`config.mk`:
```
export PLATFORM = sky130hd
export DESIGN_NAME = vector_op_sequencer
export DESIGN_NICKNAME = d
export VERILOG_FILES = /design/src/rtl/vector_op_sequencer.sv
export SDC_FILE = /design/constraint.sdc
export NUM_CORES = 1
export LEC_CHECK = 0
export ABC_AREA = 1
export CORE_MARGIN = 4
export CORE_UTILIZATION = 35
export CTS_BUF_LIST = sky130_fd_sc_hd__clkbuf_16
export DETAILED_ROUTE_END_ITERATION = 8
export PLACE_DENSITY = 0.74
export SYNTH_ARGS = -nofsm -noshare
export SYNTH_HDL_FRONTEND = slang
export SYNTH_SLANG_ARGS = --single-unit
```
`constraint.sdc`:
```
create_clock -name clk -period 2.38 [get_ports clk]
set_input_delay 0.476 -clock clk [delete_from_list [all_inputs] [get_ports clk]]
set_output_delay 0.476 -clock clk [all_outputs]
set_load 0.01 [all_outputs]
```
`src/rtl/vector_op_sequencer.sv`:
```
// Vector operation sequencer: issues a decoded vector op one element per ack.
// Optional per-element masking is compiled in with `define VSEQ_MASK_EN.
module vector_op_sequencer #(
  parameter int LANES = 4,
  parameter int IDX_W = 2
) (
  input  logic             clk,
  input  logic             rst_n,
  input  logic             Start,
  input  logic [2:0]       Opcode,
  input  logic [1:0]       S,
  input  logic [IDX_W:0]   Len,
`ifdef VSEQ_MASK_EN
  input  logic [LANES-1:0] Mask,
`endif
  input  logic             Flush,
  input  logic             ElemAck,
  output logic             Busy,
  output logic             Stall,
  output logic             ElemValid,
  output logic [IDX_W-1:0] ElemIdx,
  output logic             ElemRegW,
  output logic             ElemMemW,
  output logic             ElemMemtoReg,
  output logic             Done,
  output logic             Error
);

  typedef enum logic [1:0] {IDLE = 2'd0, ISSUE = 2'd1, DONE = 2'd2} state_t;

  state_t           state_reg, state_next;
  logic [IDX_W-1:0] idx_reg, idx_next;
  logic [2:0]       op_reg, op_next;
  logic [1:0]       s_reg, s_next;
  logic [IDX_W:0]   len_reg, len_next;
  logic [LANES-1:0] mask_reg, start_mask;
  logic [LANES-1:0] start_bits, above_bits;
  logic [IDX_W:0]   len_eff;
  logic             legal, accept, start_any, more_above, cur_en;

  assign legal   = (Opcode == 3'b001) ||
                   ((Opcode == 3'b101) && ((S == 2'b00) || (S == 2'b01)));
  assign len_eff = (Len > (IDX_W+1)'(LANES)) ? (IDX_W+1)'(LANES) : Len;
  assign accept  = Start && legal && !Flush;

`ifdef VSEQ_MASK_EN
  logic [LANES-1:0] mask_next;
  assign start_mask = Mask;
  assign mask_next  = ((state_reg == IDLE) && accept) ? Mask : mask_reg;

  always_ff @(posedge clk or negedge rst_n) begin
    if (!rst_n) mask_reg <= '0;
    else        mask_reg <= mask_next;
  end
`else
  assign start_mask = '1;
  assign mask_reg   = '1;
`endif

  // Lanes still to be issued: at Start (from index 0) and above the current index.
  genvar gi;
  generate
    for (gi = 0; gi < LANES; gi++) begin : g_lane
      assign start_bits[gi] = start_mask[gi] && ((IDX_W+1)'(gi) < len_eff);
      assign above_bits[gi] = mask_reg[gi] && ((IDX_W+1)'(gi) < len_reg) &&
                              ((IDX_W+1)'(gi) > {1'b0, idx_reg});
    end
  endgenerate

  assign start_any  = |start_bits;
  assign more_above = |above_bits;
  assign cur_en     = mask_reg[idx_reg];

  always_ff @(posedge clk or negedge rst_n) begin
    if (!rst_n) begin
      state_reg <= IDLE;
      idx_reg   <= '0;
      op_reg    <= '0;
      s_reg     <= '0;
      len_reg   <= '0;
    end else begin
      state_reg <= state_next;
      idx_reg   <= idx_next;
      op_reg    <= op_next;
      s_reg     <= s_next;
      len_reg   <= len_next;
    end
  end

  always_comb begin
    state_next = state_reg;
    idx_next   = idx_reg;
    op_next    = op_reg;
    s_next     = s_reg;
    len_next   = len_reg;
    case (state_reg)
      IDLE: begin
        if (accept) begin
          op_next    = Opcode;
          s_next     = S;
          len_next   = len_eff;
          idx_next   = '0;
          state_next = start_any ? ISSUE : DONE;
        end
      end
      ISSUE: begin
        if (Flush) begin
          state_next = IDLE;
          idx_next   = '0;
        end else if (!cur_en || ElemAck) begin
          // Masked-off lanes advance without waiting for an ack.
          if (more_above) idx_next = idx_reg + IDX_W'(1);
          else            state_next = DONE;
        end
      end
      DONE: begin
        state_next = IDLE;
        idx_next   = '0;
      end
      default: begin
        state_next = IDLE;
        idx_next   = '0;
      end
    endcase
  end

  always_comb begin
    Busy         = (state_reg != IDLE);
    Stall        = 1'b0;
    ElemValid    = 1'b0;
    ElemRegW     = 1'b0;
    ElemMemW     = 1'b0;
    ElemMemtoReg = 1'b0;
    Done         = 1'b0;
    Error        = 1'b0;
    case (state_reg)
      IDLE: begin
        Stall = rst_n && accept && (len_eff != '0);
        Error = rst_n && Start && !legal && !Flush;
      end
      ISSUE: begin
        Stall     = 1'b1;
        ElemValid = cur_en;
        if (cur_en) begin
          ElemRegW     = (op_reg == 3'b001) || (s_reg == 2'b01);
          ElemMemW     = (op_reg == 3'b101) && (s_reg == 2'b00);
          ElemMemtoReg = (op_reg == 3'b101) && (s_reg == 2'b01);
        end
      end
      DONE: Done = !Flush;
      default: ;
    endcase
  end

  assign ElemIdx = idx_reg;

endmodule

```
======== After elaboration in Yosys (flattened, before gate mapping) ========
Cells that the tools add are included.
operators by class
  add/sub/neg operators ................... 1
  order comparisons ....................... 12
  eq/ne operators ......................... 12
  multiplexer cells ....................... 24
  reduce and logical (&&, ||, !) cells .... 30
operators by type and width
  kind                   number
  $mux W2                9
  $logic_and A1 B1 Y1    13
  $lt A2 B3 Y1 const A   4
  $mux W1                10
  $lt A1 B3 Y1 const A   3
  $ne A3 B3 Y1 const B   3
  $pmux W2 S2            2
  $eq A2 B1 Y1 const B   3
  $eq A3 B1 Y1 const B   2
  $eq A3 B3 Y1 const B   2
  $logic_not A2 Y1       3
  $reduce_and A3 Y1      2
  $gt A2 B2 Y1 const A   2
  $logic_or A1 B1 Y1     4
  $reduce_or A4 Y1       1
  $gt A3 B3 Y1 const B   1
  $logic_not A1 Y1       3
  $lt A2 B3 Y1 const B   1
  $mux W3                1
  $reduce_bool A3 Y1     1
  $reduce_or A3 Y1       1
  $add A2 B1 Y2 const B  1
  $bmux W1 S2            1
  $eq A2 B2 Y1 const B   1
  other kinds (5)        5
storage, ports and cells
  register bits after elaboration ......... 12
  input bits .............................. 13
  output and inout bits ................... 10
  word-level logic and storage cells ...... 84

======== Depth between registers and ports, before layout ========
Gate-level depths: netlist of the first run.
  word-level depth ........................ 9
  gate-level depth with buffers ........... 10
  mapped depth without buffers ............ 10

======== Worst setup path after synthesis of the first run ========
No wires, ideal clock.
  path kind ............................... input-to-output
  start ................................... input Start
  end ..................................... output Stall
  arrival time ............................ 1.023 ns
  required time ........................... 1.904 ns
  path slack .............................. 0.881 ns
  stages on the path ...................... 4
  buffers on the path ..................... 0
  cells stage by stage .................... inv_1 > nor2_4 > nand3_1 > o21ai_0
on the way
  longest elaborated chain between the ends .. 5
ends and longest elaborated chain
  element                           line  source
  from (decl)                       9     input logic Start,
  $logic_and A1 B1 Y1 (2 in a row)  44    assign accept = Start && legal && !Flush;
  $logic_and A1 B1 Y1 (2 in a row)  138   Stall = rst_n && accept && (len_eff != '0);
  $pmux W1 S2                       136   case (state_reg)
  to (decl)                         19    output logic Stall,
Every way passes these cells.

======== Worst setup path in the final report of the first run ========
  start ................................... input Flush
  end ..................................... output Done
on the way
  longest elaborated chain between the ends .. 2
ends and longest elaborated chain
  element           line  source
  from (decl)       16    input logic Flush,
  $logic_not A1 Y1  150   DONE: Done = !Flush;
  $mux W1           136
  to (decl)         25    output logic Done,
Every way passes these cells.

==> results of run 1 <==
cell type report:
class | count | area [um^2] | share of cell area [%]
inverter | 19 | 71.3 | 6.22
clock buffer | 3 | 75.1 | 6.54
tap | 27 | 33.8 | 2.94
multi-input combinational | 63 | 385 | 33.6
sequential | 12 | 300 | 26.2
timing repair buffer | 30 | 282 | 24.5
synth_stat cells (2+ instances only):
cell	count	area share [%]
nor2_4	2	3.0
nor3_1	2	1.3
o21ai_0	4	2.6
nand3_1	7	4.6
a21oi_1	2	1.3
nor2_2	3	2.5
inv_2	2	0.99
nand2_1	22	11
a31oi_1	2	1.7
nand2_2	2	1.7
nor2_1	2	0.99
inv_1	17	8.4
ha_1	3	5.0
nand3b_1	2	2.0
o21ai_2	2	2.3
dfrtp_1	12	40
where the power goes:
part	total [mW]	internal, mW	switching [mW]
logic	0.410	0.190	0.220
clock network	0.294	0.218	0.0765
registers	0.327	0.275	0.0523
layer usage:
layer	routed length (um)	share of wire [%]
met2	893	53
met1	671	40
met3	92	5.4
met4	36	2.1
met5	0	0
cells by family (layout without fill, tap and decap cells):
family	Yosys count	in the layout	share of synthesized area, %
adder cells (fa/ha/maj)	3	3	4.96
AO/OA/AOI/OAI	12	12	10.1
buffers and inverters	19	52	9.42
AND/OR/NAND/NOR	48	48	35.9
flip-flops	12	12	39.7
worst max-delay path, stage by stage:
cell and delay, ns:
clkdlybuf4s50_1 0.46, buf_4 0.16, nor3_1 0.17, clkdlybuf4s50_1 0.56
repair_timing:
action / 4_1_cts / 5_1_grt
hold buffers: 0 / 0
endpoints found under the hold margin: 0 / 0
gates resized for setup: 1 / 1
setup endpoints to repair: 1 / 1
buffers inserted: 0 / 0
path summary, 6_finish.rpt:
check                                    endpoint  slack (ns)  cells past startpoint
min in group asynchronous    s_reg[1]$_DFFE_PN0P_        0.61                      2
min reg2reg                len_reg[0]$_DFFE_PN0P_        0.49                      2
max in group asynchronous   op_reg[0]$_DFFE_PN0P_        1.61                      2
min                        len_reg[0]$_DFFE_PN0P_        0.49                      2
max reg2reg                ElemIdx[0]$_DFFE_PN0P_        0.99                      8
max                                          Done        0.08                      4
==> results.tsv, run 1 <==
metric	value	unit
numCtsBuffers	3	
syn2layout_area_growth	51.6	%
clkTransAtPathRegs	0.04	ns
synth_area	757	um^2
die_y	54.5	um
period_share	96.8	%
fin_hold_ws	0.488	ns
cellLeakagePower	0.574	nW
via_count	695	
start_util	37.8	%
grt.busiest_layer	met2	
core	0.00200	mm^2
grt_use_met1	13.9	%
die_w	54.5	um
syn-num-nets	110	
row_count	16	
synth_cells	94	
nFillCells	183	
clock_path_buffers	2	
outcome	finished, final reports clean	
skew	0.00339	ns
dp_slack	-0.00337	ns
ys_seq_elements	12	
r2r-start	ElemIdx[0]$_DFFE_PN0P_	
drv_cap	0	
grt_util_met2	26.5	%
slew_headroom	84.8	%
dp_hpwl	1.40	mm
cts_tree	built	
fmax	434	MHz
ant_nets	0	
drt-initial-drc-count	5	
drive_gt1_share	21.3	%
wirelength	1.69	mm
synthFlopType	dfrtp_1	
power-per-cell-area	899	mW/mm^2
cts-root-buf	clkbuf_16	
period_minus_slack	2.30	ns
worst_pin_slew	0.225	ns
final_area	0.00115	mm^2
grt_util_met3	3.27	%
async_reset_ff_share	100	%
fin_util	57.3	%
grt_first_pass_wirelength	2.86	mm
critPathRequiredTime	1.90	ns
min_from	len_reg[0]$_DFFE_PN0P_	
worst_slack	0.0768	ns
synth-edff-count	0	
dpl_cell_area	0.00107	mm^2
instances_no_fill	154	
critPathMaxFanout	2	
grt_max_degree	13	
grt_antenna_before_repair	0	
hold_path.class	reg2reg	
grt_overflow	0	
first_pass_iters	4	
clock_latency	0.24	ns
maxSlewViolCount	0	
tns	0	ns
drc_errors	0	
final_cell_mix	22 x nand2_1, 20 x clkdlybuf4s50_1, 17 x inv_1	
rsz0062_at_grt	false	
endpoint_kind	output pin	
place_inst	151	
power	1.03	mW
yosysSeqAreaShare	39.7	%
gpl.final_weighted_congestion	0.803	
vias_per_cell	4.51	
die-area	0.00297	mm^2
startpoint_type	primary input	
cts.sinks	12	
finalSetupViolations	0	
nets	145	
arrival	1.83	ns
final_common_cell	nand2_1	
hold_viol	0	
cp-startpoint	Flush	
wl_per_cell	11.0	um
n_antenna_cell	0	
avgSynthCellArea	8.05	um^2
grtUsageTotal	14.2	%
peakVddDrop	623	uV
yosysWarnings	0	
yosys.cell_types.count	24	
io_pins	23	
grt_pass1_vias	696	
portBuffers	22	
htree_levels	1	
criticalPathCategory	in2out	
Power figures use the tool's default switching activity.
==> inputs of run 2 (changes only) <==
--- a/config.mk
+++ b/config.mk
@@ -10,7 +10,9 @@
 export CORE_UTILIZATION = 35
 export CTS_BUF_LIST = sky130_fd_sc_hd__clkbuf_16
 export DETAILED_ROUTE_END_ITERATION = 8
-export PLACE_DENSITY = 0.74
+export GPL_ROUTABILITY_DRIVEN = 0
+export GPL_TIMING_DRIVEN = 1
+export PLACE_DENSITY_LB_ADDON = 0.25
 export SYNTH_ARGS = -nofsm -noshare
 export SYNTH_HDL_FRONTEND = slang
 export SYNTH_SLANG_ARGS = --single-unit
==> results.tsv, run 2 (same netlist as run 1, synthesis figures left out) <==
metric	value	unit	change
clock_latency	0.24	ns	about the same
cellLeakagePower	0.576	nW	+0.27%
dp_hpwl	1.37	mm	-1.9%
power.clock.fraction	29.6	%	+1.1 points
sequentialPowerShare	31.3	%	-0.4 points
switching_share	33.9	%	+0.077 points
rsz0062_at_grt	false		
vias_per_cell	4.53		+0.36%
period_share	97.0	%	+0.23 points
drv_cap	0		unchanged
skew	0.00469	ns	+0.00131 ns
n_antenna_cell	0		unchanged
endpoint_kind	output pin		
io_pins	23		unchanged
grt_pass1_vias	681		-2.2%
nets	145		unchanged
via_count	702		+1.0%
power-per-cell-area	900	mW/mm^2	+0.11%
die_w	54.5	um	unchanged
grt_first_pass_wirelength	2.84	mm	-0.73%
peakVddDrop	522	uV	-16%
final_area	0.00115	mm^2	+0.33%
portBuffers	22		unchanged
cts.sinks	12		unchanged
ant_nets	0		unchanged
cts-root-buf	clkbuf_16		
htree_levels	1		unchanged
fin_hold_ws	0.493	ns	+0.00513 ns
row_count	16		unchanged
grt_antenna_before_repair	0		unchanged
final_cell_mix	22 x nand2_1, 20 x clkdlybuf4s50_1, 17 x inv_1		
die_y	54.5	um	unchanged
final_common_cell	nand2_1		
nFillCells	182		-0.55%
wl_per_cell	10.6	um	-3.6%
hold_path.class	reg2reg		
p_int	0.685	mW	+0.32%
slew_headroom	83.4	%	-1.4 points
grt_max_degree	13		unchanged
fmax	433	MHz	-0.24%
drc_errors	0		unchanged
core	0.00200	mm^2	unchanged
grt_overflow	0		unchanged
outcome	finished, final reports clean		
drt-initial-drc-count	6		+1
finalSetupViolations	0		unchanged
p_sw	0.351	mW	+0.66%
drive_gt1_share	21.1	%	-0.17 points
clkTransAtPathRegs	0.04	ns	about the same
multi_input_comb_area	385	um^2	unchanged
startpoint_type	primary input		
die-area	0.00297	mm^2	unchanged
numCtsBuffers	3		unchanged
period_minus_slack	2.31	ns	+0.00553 ns
grtUsageTotal	14.0	%	-0.16 points
postCtsHoldBufs	0		unchanged
worst_pin_slew	0.246	ns	+0.0209 ns
wirelength	1.64	mm	-3.0%
critPathMaxFanout	2		unchanged
criticalPathCategory	in2out		
start_util	37.8	%	unchanged
syn2layout_area_growth	52.1	%	
hold_viol	0		unchanged
arrival	1.83	ns	about the same
pwr-share-comb	39.1	%	-0.7 points
dpl_cell_area	0.00107	mm^2	unchanged
maxSlewViolCount	0		unchanged
cts_tree	built		
first_pass_iters	4		unchanged
seqCellArea	300	um^2	unchanged
power	1.04	mW	+0.44%
critPathRequiredTime	1.90	ns	about the same
clock_path_buffers	2		unchanged
run 2: cell count changes in the layout (fill, tap and decap cells not counted), sizes merged:
cell,previous run,this run
clkinv,0,1
run 2: metrics by stage:
stage               util, %  TNS (ns)  setup slack [ns]  std cells
finish                 57.5         0            0.0713        155
global route           57.5         0            0.0232        155
CTS                    57.4         0            0.0146        155
detailed placement     53.5   -0.0160           -0.0160        151
global placement       53.5         0            0.0216        151
floorplan                 -         0             0.881         94
run 2: cell type report:
type / instances / share of cell area, %
inverters: 19 / 6.20
clock inverters: 1 / 0.326
clock buffers: 3 / 6.52
repair buffers: 30 / 24.5
well taps: 27 / 2.93
multi-input cells: 63 / 33.5
flip-flops and latches: 12 / 26.1
run 2: routing by layer:
layer,wire length (um),GRT usage (%)
met1,690,16.4
met2,785,22.7
met3,113,3.00
met4,52,9.96
met5,0,0
run 2: what timing repair did:
item	4_1_cts	5_1_grt
setup endpoints to repair	1	1
buffers inserted	0	0
resized for setup	1	1
run 2: worst max-delay path, cell delays in order:
cell and delay, ns:
clkdlybuf4s50_1 0.46, buf_4 0.16, nor3_1 0.18, clkdlybuf4s50_1 0.56
run 2: power by group through the flow:
stage                     clock network, mW  logic (mW)  registers [mW]
after floorplan                           0       0.251           0.320
after global placement                    0       0.409           0.324
after detailed placement                  0       0.416           0.326
after CTS                             0.309       0.413           0.323
after global routing                  0.318       0.460           0.336
final                                 0.307       0.405           0.324
run 2: path summary, 6_finish.rpt:
path / end / cells after the start / slack, ns / start
worst max register to register: ElemIdx[1]$_DFFE_PN0P_ / 8 / 1.03 / ElemIdx[1]$_DFFE_PN0P_
worst min-delay path: len_reg[1]$_DFFE_PN0P_ / 2 / 0.49 / len_reg[1]$_DFFE_PN0P_
max in group asynchronous: state_reg[0]$_DFFE_PN0P_ / 2 / 1.63 / rst_n
min in group asynchronous: op_reg[2]$_DFFE_PN0P_ / 2 / 0.60 / rst_n
worst min register to register: len_reg[1]$_DFFE_PN0P_ / 2 / 0.49 / len_reg[1]$_DFFE_PN0P_
worst max-delay path: Done / 4 / 0.07 / Flush
==> inputs of run 3 (changes only) <==
--- a/config.mk
+++ b/config.mk
@@ -6,7 +6,7 @@
 export NUM_CORES = 1
 export LEC_CHECK = 0
 export ABC_AREA = 1
-export CORE_MARGIN = 4
+export CORE_MARGIN = 5
 export CORE_UTILIZATION = 35
 export CTS_BUF_LIST = sky130_fd_sc_hd__clkbuf_16
 export DETAILED_ROUTE_END_ITERATION = 8
==> constraint.sdc (replaced) <==
create_clock -name clk -period 3 [get_ports clk]
set_input_delay 0.6 -clock clk [delete_from_list [all_inputs] [get_ports clk]]
set_output_delay 0.6 -clock clk [all_outputs]
set_load 0.01 [all_outputs]
==> results.tsv, run 3 (same netlist as run 1, synthesis figures left out) <==
metric	value	unit	change
tns	0	ns	unchanged
io_pins	23		unchanged
slowest_stage	clkdlybuf4s50_1		
vias_per_cell	4.53		+0.10%
grt_antenna_before_repair	0		unchanged
start_util	37.8	%	unchanged
numCtsBuffers	3		unchanged
crit_chain	clkdlybuf4s50_1 > nor2_4 > nand3_1 > o21ai_0 > clkdlybuf4s50_1		
fin_util	54.8	%	-2.7 points
row_count	16		unchanged
clock_latency	0.24	ns	about the same
drt-initial-drc-count	12		+6
grt_max_degree	13		unchanged
fin_hold_ws	0.483	ns	-0.00976 ns
htree_levels	1		unchanged
hold_viol	0		unchanged
postCtsHoldBufs	0		unchanged
critPathRequiredTime	2.40	ns	+0.50 ns
rsz0062_at_grt	false		
ant_nets	0		unchanged
cts-root-buf	clkbuf_16		
grt_pass1_vias	714		+4.8%
arrival	2.08	ns	+0.25 ns
outcome	finished, final reports clean		
wirelength	1.61	mm	-2.2%
first_pass_iters	4		unchanged
r2r_cells	9		+1
critPathMaxFanout	3		+1
cts_setup_buffers	0		unchanged
power-per-cell-area	747	mW/mm^2	-17%
clock_path_buffers	2		unchanged
seqCellArea	300	um^2	unchanged
hold_depth	2		unchanged
drv_cap	0		unchanged
cp.buffers_inverters	2		-1
grt_overflow	0		unchanged
period_minus_slack	2.68	ns	
multi_input_comb_area	385	um^2	unchanged
dpl_cell_area	0.00102	mm^2	-4.9%
finalSetupViolations	0		unchanged
portBuffers	22		unchanged
maxSlewViolCount	0		unchanged
skew	0.00403	ns	-0.000662 ns
cts_resized	0		-1
wl_per_cell	10.9	um	+2.4%
hold_path.class	reg2reg		
die-area	0.00319	mm^2	+7.5%
cp_common_cell	clkdlybuf4s50_1		
final_cell_mix	22 x nand2_1, 22 x clkdlybuf4s50_1, 17 x inv_1		
peakVddDrop	365	uV	-30%
startpoint_type	primary input		
cts.sinks	12		unchanged
endpoint_kind	output pin		
die_y	56.5	um	+3.7%
clkTransAtPathRegs	0.04	ns	about the same
via_count	671		-4.4%
crit_family	buffers and inverters		
fmax	374	MHz	
core	0.00200	mm^2	unchanged
worst_pin_slew	0.218	ns	-0.0287 ns
n_antenna_cell	0		unchanged
syn2layout_area_growth	45.0	%	
worst_slack	0.323	ns	+0.252 ns
cellLeakagePower	0.521	nW	-9.5%
drive_gt1_share	16.5	%	-4.6 points
dp_hpwl	1.33	mm	-3.1%
die_w	56.5	um	+3.7%
drc_errors	0		unchanged
cpPeakStageDelay	0.55	ns	about the same
period_share	89.2	%	
dp_slack	0.324	ns	+0.340 ns
path_depth	5		+1
cts_tree	built		
grt_first_pass_wirelength	3.06	mm	+7.5%
nets	138		-4.8%
criticalPathCategory	in2out		
nFillCells	200		+9.9%
grtUsageTotal	12.2	%	-1.8 points
final_area	0.00110	mm^2	-4.7%
slew_headroom	85.4	%	+1.9 points
-- run 3: changes by cell type in the layout (fill, tap and decap cells not counted), sizes merged --
| cell | before | now |
|---|---|---|
| buf | 8 | 1 |
| clkdlybuf4s50 | 20 | 22 |
| dlymetal6s2s | 1 | 0 |
| dlygate4sd2 | 1 | 0 |
-- run 3: layout make-up --
type / instances / area share [%]
clock buffers: 3 / 6.84
inverters: 19 / 6.50
flip-flops and latches: 12 / 27.4
clock inverters: 1 / 0.342
repair buffers: 23 / 20.8
well taps: 27 / 3.08
multi-input cells: 63 / 35.1
-- run 3: final timing paths --
| check | slack (ns) | endpoint | start |
|---|---|---|---|
| worst min register to register | 0.48 | len_reg[1]$_DFFE_PN0P_ | len_reg[1]$_DFFE_PN0P_ |
| min in group asynchronous | 0.73 | len_reg[1]$_DFFE_PN0P_ | rst_n |
| worst max register to register | 1.66 | ElemIdx[0]$_DFFE_PN0P_ | ElemIdx[0]$_DFFE_PN0P_ |
| worst max-delay path | 0.32 | Stall | Flush |
| worst min-delay path | 0.48 | len_reg[1]$_DFFE_PN0P_ | len_reg[1]$_DFFE_PN0P_ |
| max in group asynchronous | 2.11 | op_reg[0]$_DFFE_PN0P_ | rst_n |
-- run 3: per-layer routing --
metal / wire length (um) / share of wire, % / vias up / global-route usage [%]
met4: 23 / 1.4 / 0 / 6.10
met3: 95 / 5.9 / 2 / 3.44
met2: 761 / 47 / 19 / 21.0
met1: 727 / 45 / 299 / 13.7
li1: - / - / 351 / -
met5: 0 / 0 / - / 0
-- run 3: worst min-delay path: cells and delay by family, from the launching register on --
kind,cells,cell delay (ns)
AO/OA/AOI/OAI,1,0.05
flip-flops,1,0.34
AND/OR/NAND/NOR,1,0.07
-- run 3: where the power goes --
| group | switching [mW] | internal, mW | leakage [nW] |
|---|---|---|---|
| logic | 0.172 | 0.149 | 0.329 |
| clock network | 0.0656 | 0.175 | 0.0385 |
| registers | 0.0406 | 0.218 | 0.153 |
| total | 0.278 | 0.542 | 0.521 |
-- run 3: stage by stage --
stage          power (mW)  instances
4_1_cts             0.828        148
3_3_place_gp        0.576        144
6_report            0.820        148
2_1_floorplan       0.453         94
5_1_grt             0.886        148
3_5_place_dp        0.582        144
